==> config.mk <==
export PLATFORM = sky130hd
export DESIGN_NAME = distance_engine_flat
export DESIGN_NICKNAME = d
export VERILOG_FILES = /design/src/rtl/distance_engine_if.sv /design/src/rtl/distance_engine.sv /design/src/flat_wrapper.sv
export SDC_FILE = /design/constraint.sdc
export NUM_CORES = 1
export LEC_CHECK = 0
export CORE_AREA = 2 2 185 187
export DETAILED_ROUTE_END_ITERATION = 7
export DIE_AREA = 0 0 187 189
export HOLD_SLACK_MARGIN = 0.05
export PLACE_DENSITY = 0.88
export SLEW_MARGIN = 40
export SYNTH_ARGS = -nofsm -noshare
export SYNTH_HDL_FRONTEND = slang
export SYNTH_SLANG_ARGS = --single-unit
export TNS_END_PERCENT = 5
==> constraint.sdc <==
create_clock -name clk -period 13.95 [get_ports clk]
set_clock_uncertainty 0.15 [all_clocks]
set_input_delay 2.79 -clock clk [delete_from_list [all_inputs] [get_ports clk]]
set_output_delay 2.79 -clock clk [all_outputs]
set_load 0.01 [all_outputs]
==> src/rtl/distance_engine_if.sv <==
// -----------------------------------------------------------------------------
// distance_engine_if
// Bundles the request, sample and result signals of distance_engine.
//   master : requester side (drives start/abort/mode/samples, reads results)
//   slave  : engine side    (reads requests, drives distance/data_type/done/busy)
// Signals:
//   start, abort, mode            request controls
//   input_data, training_data     flattened E*W samples, element k at [k*W +: W]
//   training_data_type            class label of the training sample
//   distance (AW), data_type (W)  registered result and its label
//   done                          one-cycle result-valid pulse
//   busy                          engine not idle
// Parameters M, N and W must match the engine instance attached to it.
// -----------------------------------------------------------------------------
interface distance_engine_if #(
    parameter int M = 4,
    parameter int N = 4,
    parameter int W = 8
);
    localparam int E  = M * N;
    localparam int AW = 2 * W + $clog2(E);

    logic              start;
    logic              abort;
    logic              mode;
    logic [E*W-1:0]    training_data;
    logic [W-1:0]      training_data_type;
    logic [E*W-1:0]    input_data;
    logic [AW-1:0]     distance;
    logic [W-1:0]      data_type;
    logic              done;
    logic              busy;

    modport master (
        output start, abort, mode, training_data, training_data_type, input_data,
        input  distance, data_type, done, busy
    );

    modport slave (
        input  start, abort, mode, training_data, training_data_type, input_data,
        output distance, data_type, done, busy
    );
endinterface

==> src/rtl/distance_engine.sv <==
// -----------------------------------------------------------------------------
// distance_engine
// Computes the squared-Euclidean (mode 0) or Manhattan (mode 1) distance
// between a captured query sample and a captured training sample, P elements
// per clock, and reports the sum together with the training label.
// Ports:
//   clk  sole clock, rising edge
//   rst  asynchronous active-high reset
//   bus  distance_engine_if.slave (start/abort/mode/samples in,
//        distance/data_type/done/busy out)
// Parameters: M, N (sample shape, E = M*N elements), W (element width),
//   P (elements per cycle, E must be a multiple of P; beats B = E/P).
// -----------------------------------------------------------------------------
module distance_engine #(
    parameter int M = 4,
    parameter int N = 4,
    parameter int W = 8,
    parameter int P = 1
) (
    input  logic              clk,
    input  logic              rst,
    distance_engine_if.slave  bus
);
    localparam int E  = M * N;
    localparam int B  = E / P;
    localparam int AW = 2 * W + $clog2(E);
    localparam int BW = (B > 1) ? $clog2(B) : 1;

    typedef enum logic [1:0] {
        S_IDLE,
        S_CALC,
        S_DONE
    } state_t;

    state_t          state_q, state_d;
    logic [E*W-1:0]  a_q, a_d;          // captured query, consumed from the low end
    logic [E*W-1:0]  b_q, b_d;          // captured training sample, same
    logic [W-1:0]    label_q, label_d;
    logic            mode_q, mode_d;
    logic [AW-1:0]   acc_q, acc_d;
    logic [BW-1:0]   beat_q, beat_d;
    logic [AW-1:0]   distance_q, distance_d;
    logic [W-1:0]    data_type_q, data_type_d;
    logic            done_q, done_d;

    logic [AW-1:0]   lane_term [P];
    logic [AW-1:0]   beat_sum;

    // The captured samples shift down by P elements every beat, so each lane
    // always reads a fixed slice and no element-select mux is needed.
    generate
        for (genvar gi = 0; gi < P; gi++) begin : g_lane
            logic [W-1:0]   ea;
            logic [W-1:0]   eb;
            logic [W-1:0]   diff;
            logic [2*W-1:0] sq;

            assign ea   = a_q[gi*W +: W];
            assign eb   = b_q[gi*W +: W];
            // Subtract the smaller from the larger so the difference never wraps.
            assign diff = (ea >= eb) ? (ea - eb) : (eb - ea);
            assign sq   = {{W{1'b0}}, diff} * {{W{1'b0}}, diff};
            assign lane_term[gi] = mode_q ? AW'(diff) : AW'(sq);
        end
    endgenerate

    always_comb begin
        beat_sum = '0;
        for (int i = 0; i < P; i++) begin
            beat_sum = beat_sum + lane_term[i];
        end
    end

    always_comb begin
        state_d     = state_q;
        a_d         = a_q;
        b_d         = b_q;
        label_d     = label_q;
        mode_d      = mode_q;
        acc_d       = acc_q;
        beat_d      = beat_q;
        distance_d  = distance_q;
        data_type_d = data_type_q;
        done_d      = 1'b0;

        case (state_q)
            S_IDLE: begin
                // start wins over a simultaneous abort; abort alone is a no-op here.
                if (bus.start) begin
                    a_d     = bus.input_data;
                    b_d     = bus.training_data;
                    label_d = bus.training_data_type;
                    mode_d  = bus.mode;
                    acc_d   = '0;
                    beat_d  = '0;
                    state_d = S_CALC;
                end
            end
            S_CALC: begin
                // abort beats completion even on the last beat.
                if (bus.abort) begin
                    state_d = S_IDLE;
                end else begin
                    acc_d  = acc_q + beat_sum;
                    a_d    = a_q >> (P * W);
                    b_d    = b_q >> (P * W);
                    beat_d = beat_q + BW'(1);
                    if (beat_q == BW'(B - 1)) begin
                        distance_d  = acc_q + beat_sum;
                        data_type_d = label_q;
                        done_d      = 1'b1;
                        state_d     = S_DONE;
                    end
                end
            end
            S_DONE: begin
                state_d = S_IDLE;
            end
            default: begin
                state_d = S_IDLE;
            end
        endcase
    end

    always_ff @(posedge clk or posedge rst) begin
        if (rst) begin
            state_q     <= S_IDLE;
            a_q         <= '0;
            b_q         <= '0;
            label_q     <= '0;
            mode_q      <= 1'b0;
            acc_q       <= '0;
            beat_q      <= '0;
            distance_q  <= '1;
            data_type_q <= '0;
            done_q      <= 1'b0;
        end else begin
            state_q     <= state_d;
            a_q         <= a_d;
            b_q         <= b_d;
            label_q     <= label_d;
            mode_q      <= mode_d;
            acc_q       <= acc_d;
            beat_q      <= beat_d;
            distance_q  <= distance_d;
            data_type_q <= data_type_d;
            done_q      <= done_d;
        end
    end

    assign bus.distance  = distance_q;
    assign bus.data_type = data_type_q;
    assign bus.done      = done_q;
    assign bus.busy      = (state_q != S_IDLE);

endmodule

==> src/flat_wrapper.sv <==
// flat-port wrapper written by rule: the top's interface ports become plain ports
module distance_engine_flat 
#(
    parameter int M = 4,
    parameter int N = 4,
    parameter int W = 8,
    parameter int P = 1
)
  (clk, rst, bus_start, bus_abort, bus_mode, bus_training_data, bus_training_data_type, bus_input_data, bus_distance, bus_data_type, bus_done, bus_busy);
  distance_engine_if #(.M(M), .N(N), .W(W)) bus_i ();
  input  logic clk;
  input  logic rst;
  input wire logic [$bits(bus_i.start)-1:0] bus_start;
  input wire logic [$bits(bus_i.abort)-1:0] bus_abort;
  input wire logic [$bits(bus_i.mode)-1:0] bus_mode;
  input wire logic [$bits(bus_i.training_data)-1:0] bus_training_data;
  input wire logic [$bits(bus_i.training_data_type)-1:0] bus_training_data_type;
  input wire logic [$bits(bus_i.input_data)-1:0] bus_input_data;
  output wire logic [$bits(bus_i.distance)-1:0] bus_distance;
  output wire logic [$bits(bus_i.data_type)-1:0] bus_data_type;
  output wire logic [$bits(bus_i.done)-1:0] bus_done;
  output wire logic [$bits(bus_i.busy)-1:0] bus_busy;
  assign bus_i.start = bus_start;
  assign bus_i.abort = bus_abort;
  assign bus_i.mode = bus_mode;
  assign bus_i.training_data = bus_training_data;
  assign bus_i.training_data_type = bus_training_data_type;
  assign bus_i.input_data = bus_input_data;
  assign bus_distance = bus_i.distance;
  assign bus_data_type = bus_i.data_type;
  assign bus_done = bus_i.done;
  assign bus_busy = bus_i.busy;
  distance_engine #(.M(M), .N(N), .W(W), .P(P)) u_core (.clk(clk), .rst(rst), .bus(bus_i));
endmodule
# Word-level counts from Yosys, hierarchy flattened
# Cells that the tools add are included.
# classes
magnitude_cmp,1
n_eq_ne,5
mul,1
mux,21
n_reduce_logical,7
addsub,4
n_bitwise,1
# op_table
cell,count
128-bit 2-to-1 mux,4
128-bit case mux with 2 select lines,2
20-bit 2-to-1 mux,2
20-bit case mux with 2 select lines,1
20-bit adder,1
8-bit by 8-bit multiplier with 16-bit output,1
16-bit 2-to-1 mux,1
8-bit subtractor,2
8-bit greater-or-equal comparator,1
4-bit 2-to-1 mux,2
8-bit 2-to-1 mux,1
4-bit case mux with 2 select lines,1
2-bit 2-to-1 mux,3
3-bit AND reduction,2
4-bit by 1-bit adder with 4-bit output (second input constant),1
4-bit equality test (second input constant),1
2-bit != test (second input constant),2
2-bit case mux with 2 select lines,1
2-bit AND reduction,2
2-bit nonzero test,2
1-bit 2-to-1 mux,3
3-bit by 2-bit != test with 1-bit output (second input constant),1
2-bit by 1-bit equality test with 1-bit output (second input constant),1
2-bit logical NOT,1
1-bit inverter,1
# totals
ff_bits,320

# Depth between registers and ports, before layout
# logic_depth
ltp_word,7
depth_mapped,37

# Worst setup path before layout
# OpenSTA, ideal clock, no wires.
# synth_timing
path_type,reg2reg
startpoint,register u_core.b_q[0]
endpoint,register u_core.acc_q[19]
setup_ps,130
slack_ps,6557
arrival_ps,7112
synth_period_minus_slack_ps,7393
path_stages_with_launch,33
path_cell_list,dfrtp_1 inv_1 ha_1 inv_1 fa_1 a21o_1 a2111oi_4 o32ai_1 a32oi_2 xor2_2 nand2b_1 inv_2 fa_1 fa_1 inv_1 fa_1 fa_1 inv_1 ha_1 nor3_1 nor2_1 a41oi_1 xor2_1 nor2_1 ha_1 clkbuf_1 a21o_1 a21o_1 a21oi_1 o21ba_2 nand2b_1 a211o_1 o211ai_1
# synth_via
elab_chain_len,7
# synth_lines
item,line_no,text
"start, declared",distance_engine.sv:37,"logic [E*W-1:0] b_q, b_d;"
"start signal, assigned",distance_engine.sv:129,b_q <= '0;
"start signal, assigned",distance_engine.sv:140,b_q <= b_d;
8-bit subtractor or 8-bit greater-or-equal comparator (tied branches),distance_engine.sv:61,assign diff = (ea >= eb) ? (ea - eb) : (eb - ea);
8-bit 2-to-1 mux (*),distance_engine.sv:61,
8-bit by 8-bit multiplier with 16-bit output,distance_engine.sv:62,"assign sq = {{W{1'b0}}, diff} * {{W{1'b0}}, diff};"
16-bit 2-to-1 mux (*),distance_engine.sv:63,assign lane_term[gi] = mode_q ? AW'(diff) : AW'(sq);
20-bit adder (*),distance_engine.sv:104,acc_d = acc_q + beat_sum;
20-bit 2-to-1 mux (*),distance_engine.sv:101,if (bus.abort) begin
20-bit case mux with 2 select lines (*),distance_engine.sv:86,case (state_q)
"end signal, assigned",distance_engine.sv:132,acc_q <= '0;
"end signal, assigned",distance_engine.sv:143,acc_q <= acc_d;
"end, declared",distance_engine.sv:40,"logic [AW-1:0] acc_q, acc_d;"
# Every way passes the cells marked *; elsewhere a longest branch is shown, timed or not. The select of a mux whose other input is x is not followed.
# A chain may end at the register's enable or synchronous reset.

# Worst setup path in the final report
# layout_timing
startpoint,register u_core.a_q[3]
endpoint,register u_core.acc_q[19]
# layout_via
elab_chain_len,7
# layout_lines
item,line_no,text
"start, declared",distance_engine.sv:36,"logic [E*W-1:0] a_q, a_d;"
"start signal, assigned",distance_engine.sv:128,a_q <= '0;
"start signal, assigned",distance_engine.sv:139,a_q <= a_d;
8-bit subtractor or 8-bit greater-or-equal comparator (tied branches),distance_engine.sv:61,
8-bit 2-to-1 mux (*),distance_engine.sv:61,
8-bit by 8-bit multiplier with 16-bit output,distance_engine.sv:62,
16-bit 2-to-1 mux (*),distance_engine.sv:63,
20-bit adder (*),distance_engine.sv:104,
20-bit 2-to-1 mux (*),distance_engine.sv:101,
20-bit case mux with 2 select lines (*),distance_engine.sv:86,
# Marks and branches as above.

==> impl_metrics.yaml <==
status:
  run_status: "finished clean"
layout:
  syn2layout_area_growth_pct: 27.7
  nets: 2324
  n_fill_cell: 2623
  final_layout_size_suffix_gt1_frac: 0.0574
yosys:
  synthXorXnorAreaFrac: 0.0195
  synth-edff-count: 0
  syn_inst: 1726
  ys_warn_count: 0
  ys_ff_latch: 320
  ys.flop_type: "dfrtp_1"
  synth_top_family_by_area: "compound AO/OA/AOI/OAI gates"
  synthDistinctLibCells: 63
  async_flop_share: 1.00
  avgSynthCellArea_um2: 9.53
  synth_commonest_cells: "nand2_1 (490), dfrtp_1 (300), a22oi_1 (172), o21ai_0 (100), clkbuf_1 (89)"
  ys_seq_area_frac: 0.488
  synth_top_area_cell: "dfrtp_1"
  muxShareOfSynthArea: 0.0505
  syn_area_mm2: 0.0165
  synth_adder_area_share: 0.0792
  synth_top_area_share: 0.456
  yosysMostFrequentCell: "nand2_1"
  synth_compound_area_frac: 0.175
  synth_area_leaders: "dfrtp_1 (46%), nand2_1 (11%), a22oi_1 (7.8%)"
  synthSimpleGateAreaFrac: 0.144
setup_path:
  slowest_delay_ns: 0.54
  cp_top_family: "adder cells"
  critPathMaxFanout: 9
  worst_path_max_delay_cell: "fa_1"
  worstPathRequired_ns: 14.23
  path_buf_inv: 3
  crit_type: "reg2reg"
  cpMostUsedCell: "ha_1"
  cp-end-kind: "flip-flop"
  crit_arrival_ns: 8.31
  critPathLaunchType: "flip-flop"
timing:
  finalSetupViolCount: 0
  period_share: 0.576
  fin_tns_setup_ns: 0
  max-slew-margin-rel: 0.441
  min_period_ns: 8.04
  tightest_slew_ns: 0.838
  hold_viol: 0
  rsz0062_at_grt: "false"
  slew_viol_final: 0
  max_freq_ghz: 0.124
floorplan:
  row_count: 67
  core_area_mm2: 0.0333
  die_h_um: 189
  start_util: 0.494
  fp.dieW_um: 187
  die_area_mm2: 0.0353
  io_pins: 299
grt:
  grt_max_degree: 121
  grt_pass1_vias: 13800
  grt_pass1_wl_um: 70900
  track_usage: 0.245
  overflow: 0
  antenna_found_initial: 6
clock_tree:
  cts_max_path_buffers: 3
  cts_sinks: 320
  cts_made_buffers: 36
  holdBufCountCts: 0
  clkLatencyLatePin_ns: 0.53
  cts_resized: 0
  cts_tree: "yes"
  root_buffer: "clkbuf_16"
  htree_levels: 2
  clkTransAtPathRegs_ns: 0.06
  cts_setup_buffers: 0
routing:
  drcViolationCount: 0
  drt_iter0_drc: 1098
  dr.pass1.iters: 7
  wirelength_um: 43900
  wl_per_cell_um: 18.0
  ant_nets: 0
  viasPerCell: 5.58
  vias: 13600
run:
  maxCapViolations: 0
placed_design:
  place_congestion: 0.892
  port_buffers: 298
  dp_hpwl_um: 30000
worst_hold_path:
  hold_path_class: "reg2reg"
## layer usage
metal | wire [um] | track usage | vias to the layer above | share of wire
met2 | 21600 | 0.414 | 449 | 0.49
li1 | - | - | 6409 | -
met1 | 17800 | 0.305 | 6617 | 0.41
met4 | 1860 | 0.107 | 0 | 0.042
met5 | 0 | 0 | - | 0
met3 | 2650 | 0.0541 | 129 | 0.060
## worst paths after layout
| path | to | slack, ns | from | cells after the start |
|---|---|---|---|---|
| min | u_core.bus.distance[0] | 0.31 | u_core.bus.distance[0] | 2 |
| min reg2reg | u_core.bus.distance[0] | 0.31 | u_core.bus.distance[0] | 2 |
| min in group asynchronous | u_core.b_q[117] | 2.59 | rst | 2 |
| max in group asynchronous | u_core.b_q[17] | 9.92 | rst | 3 |
| max reg2reg | u_core.acc_q[19] | 5.91 | u_core.a_q[3] | 28 |
| max | u_core.acc_q[19] | 5.91 | u_core.a_q[3] | 28 |
## flip-flops by register name, indices dropped and copies added, names as in the netlist
| signal | count |
|---|---|
| u_core.a_q | 128 |
| u_core.label_q | 8 |
| u_core.bus.distance | 20 |
| u_core.acc_q | 20 |
| u_core.b_q | 128 |
| u_core.mode_q | 1 |
| u_core.beat_q | 4 |
| u_core.state_q | 2 |
| u_core.bus.data_type | 8 |
| u_core.bus.done | 1 |
## cell usage in the layout, fill, tap and decap left out, drive strengths merged, types with 20 or more instances in the layout
master	netlist	routed
a21oi	34	34
nor2	54	54
mux2i	74	74
dfrtp	300	300
clkbuf	89	51
o21ai	104	104
a22oi	172	172
a21o	26	26
fa	27	27
dfstp	20	20
inv	77	76
clkdlybuf4s50	0	298
nand2	490	490
ha	61	61
a22o	30	30
## worst register-to-register path, delay by kind of cell (launching register included)
kind / cells / cell delay [ns]
xor gates and xnor gates: 2 / 0.54
AOI/OAI and AO/OA: 10 / 2.52
DFF: 1 / 0.40
and+or+nand+nor: 5 / 0.79
buffers and inverters: 3 / 0.25
adders and majority gates: 7 / 3.02
muxes: 1 / 0.27
## stage by stage
step / hold WS [ns] / worst slack, ns / utilization / std cells / area, um2
2_1_floorplan: 0.289 / 2.19 / - / 1727 / 16500
3_3_place_gp: 0.293 / 6.18 / 0.592 / 2377 / 19700
3_5_place_dp: 0.304 / 5.95 / 0.593 / 2377 / 19700
4_1_cts: 0.314 / 5.92 / 0.630 / 2435 / 21000
5_1_grt: 0.324 / 5.31 / 0.632 / 2440 / 21000
6_report: 0.314 / 5.91 / 0.632 / 2440 / 21000
## cell type report
type                       count  area (um2)  share of cell area
clock inverter                 7         196             0.00935
antenna                        5        12.5            0.000595
sequential                   320        8030               0.382
clock buffer                  51        1050              0.0499
tap                          448         561              0.0267
inverter                      77         302              0.0143
multi-input combinational   1223        7760               0.369
timing repair buffer         309        3100               0.148
## cell families after synthesis
logic type / after synthesis
fa+ha+maj: 88
xor+xnor: 34
mux: 82
flops: 320
compound gates: 417
buf+inv: 184
other cells: 1
simple gates: 600
Power is left out: the tool's default activity adds up to more than one toggle a clock period on the data nets, which glitch-free logic cannot reach.
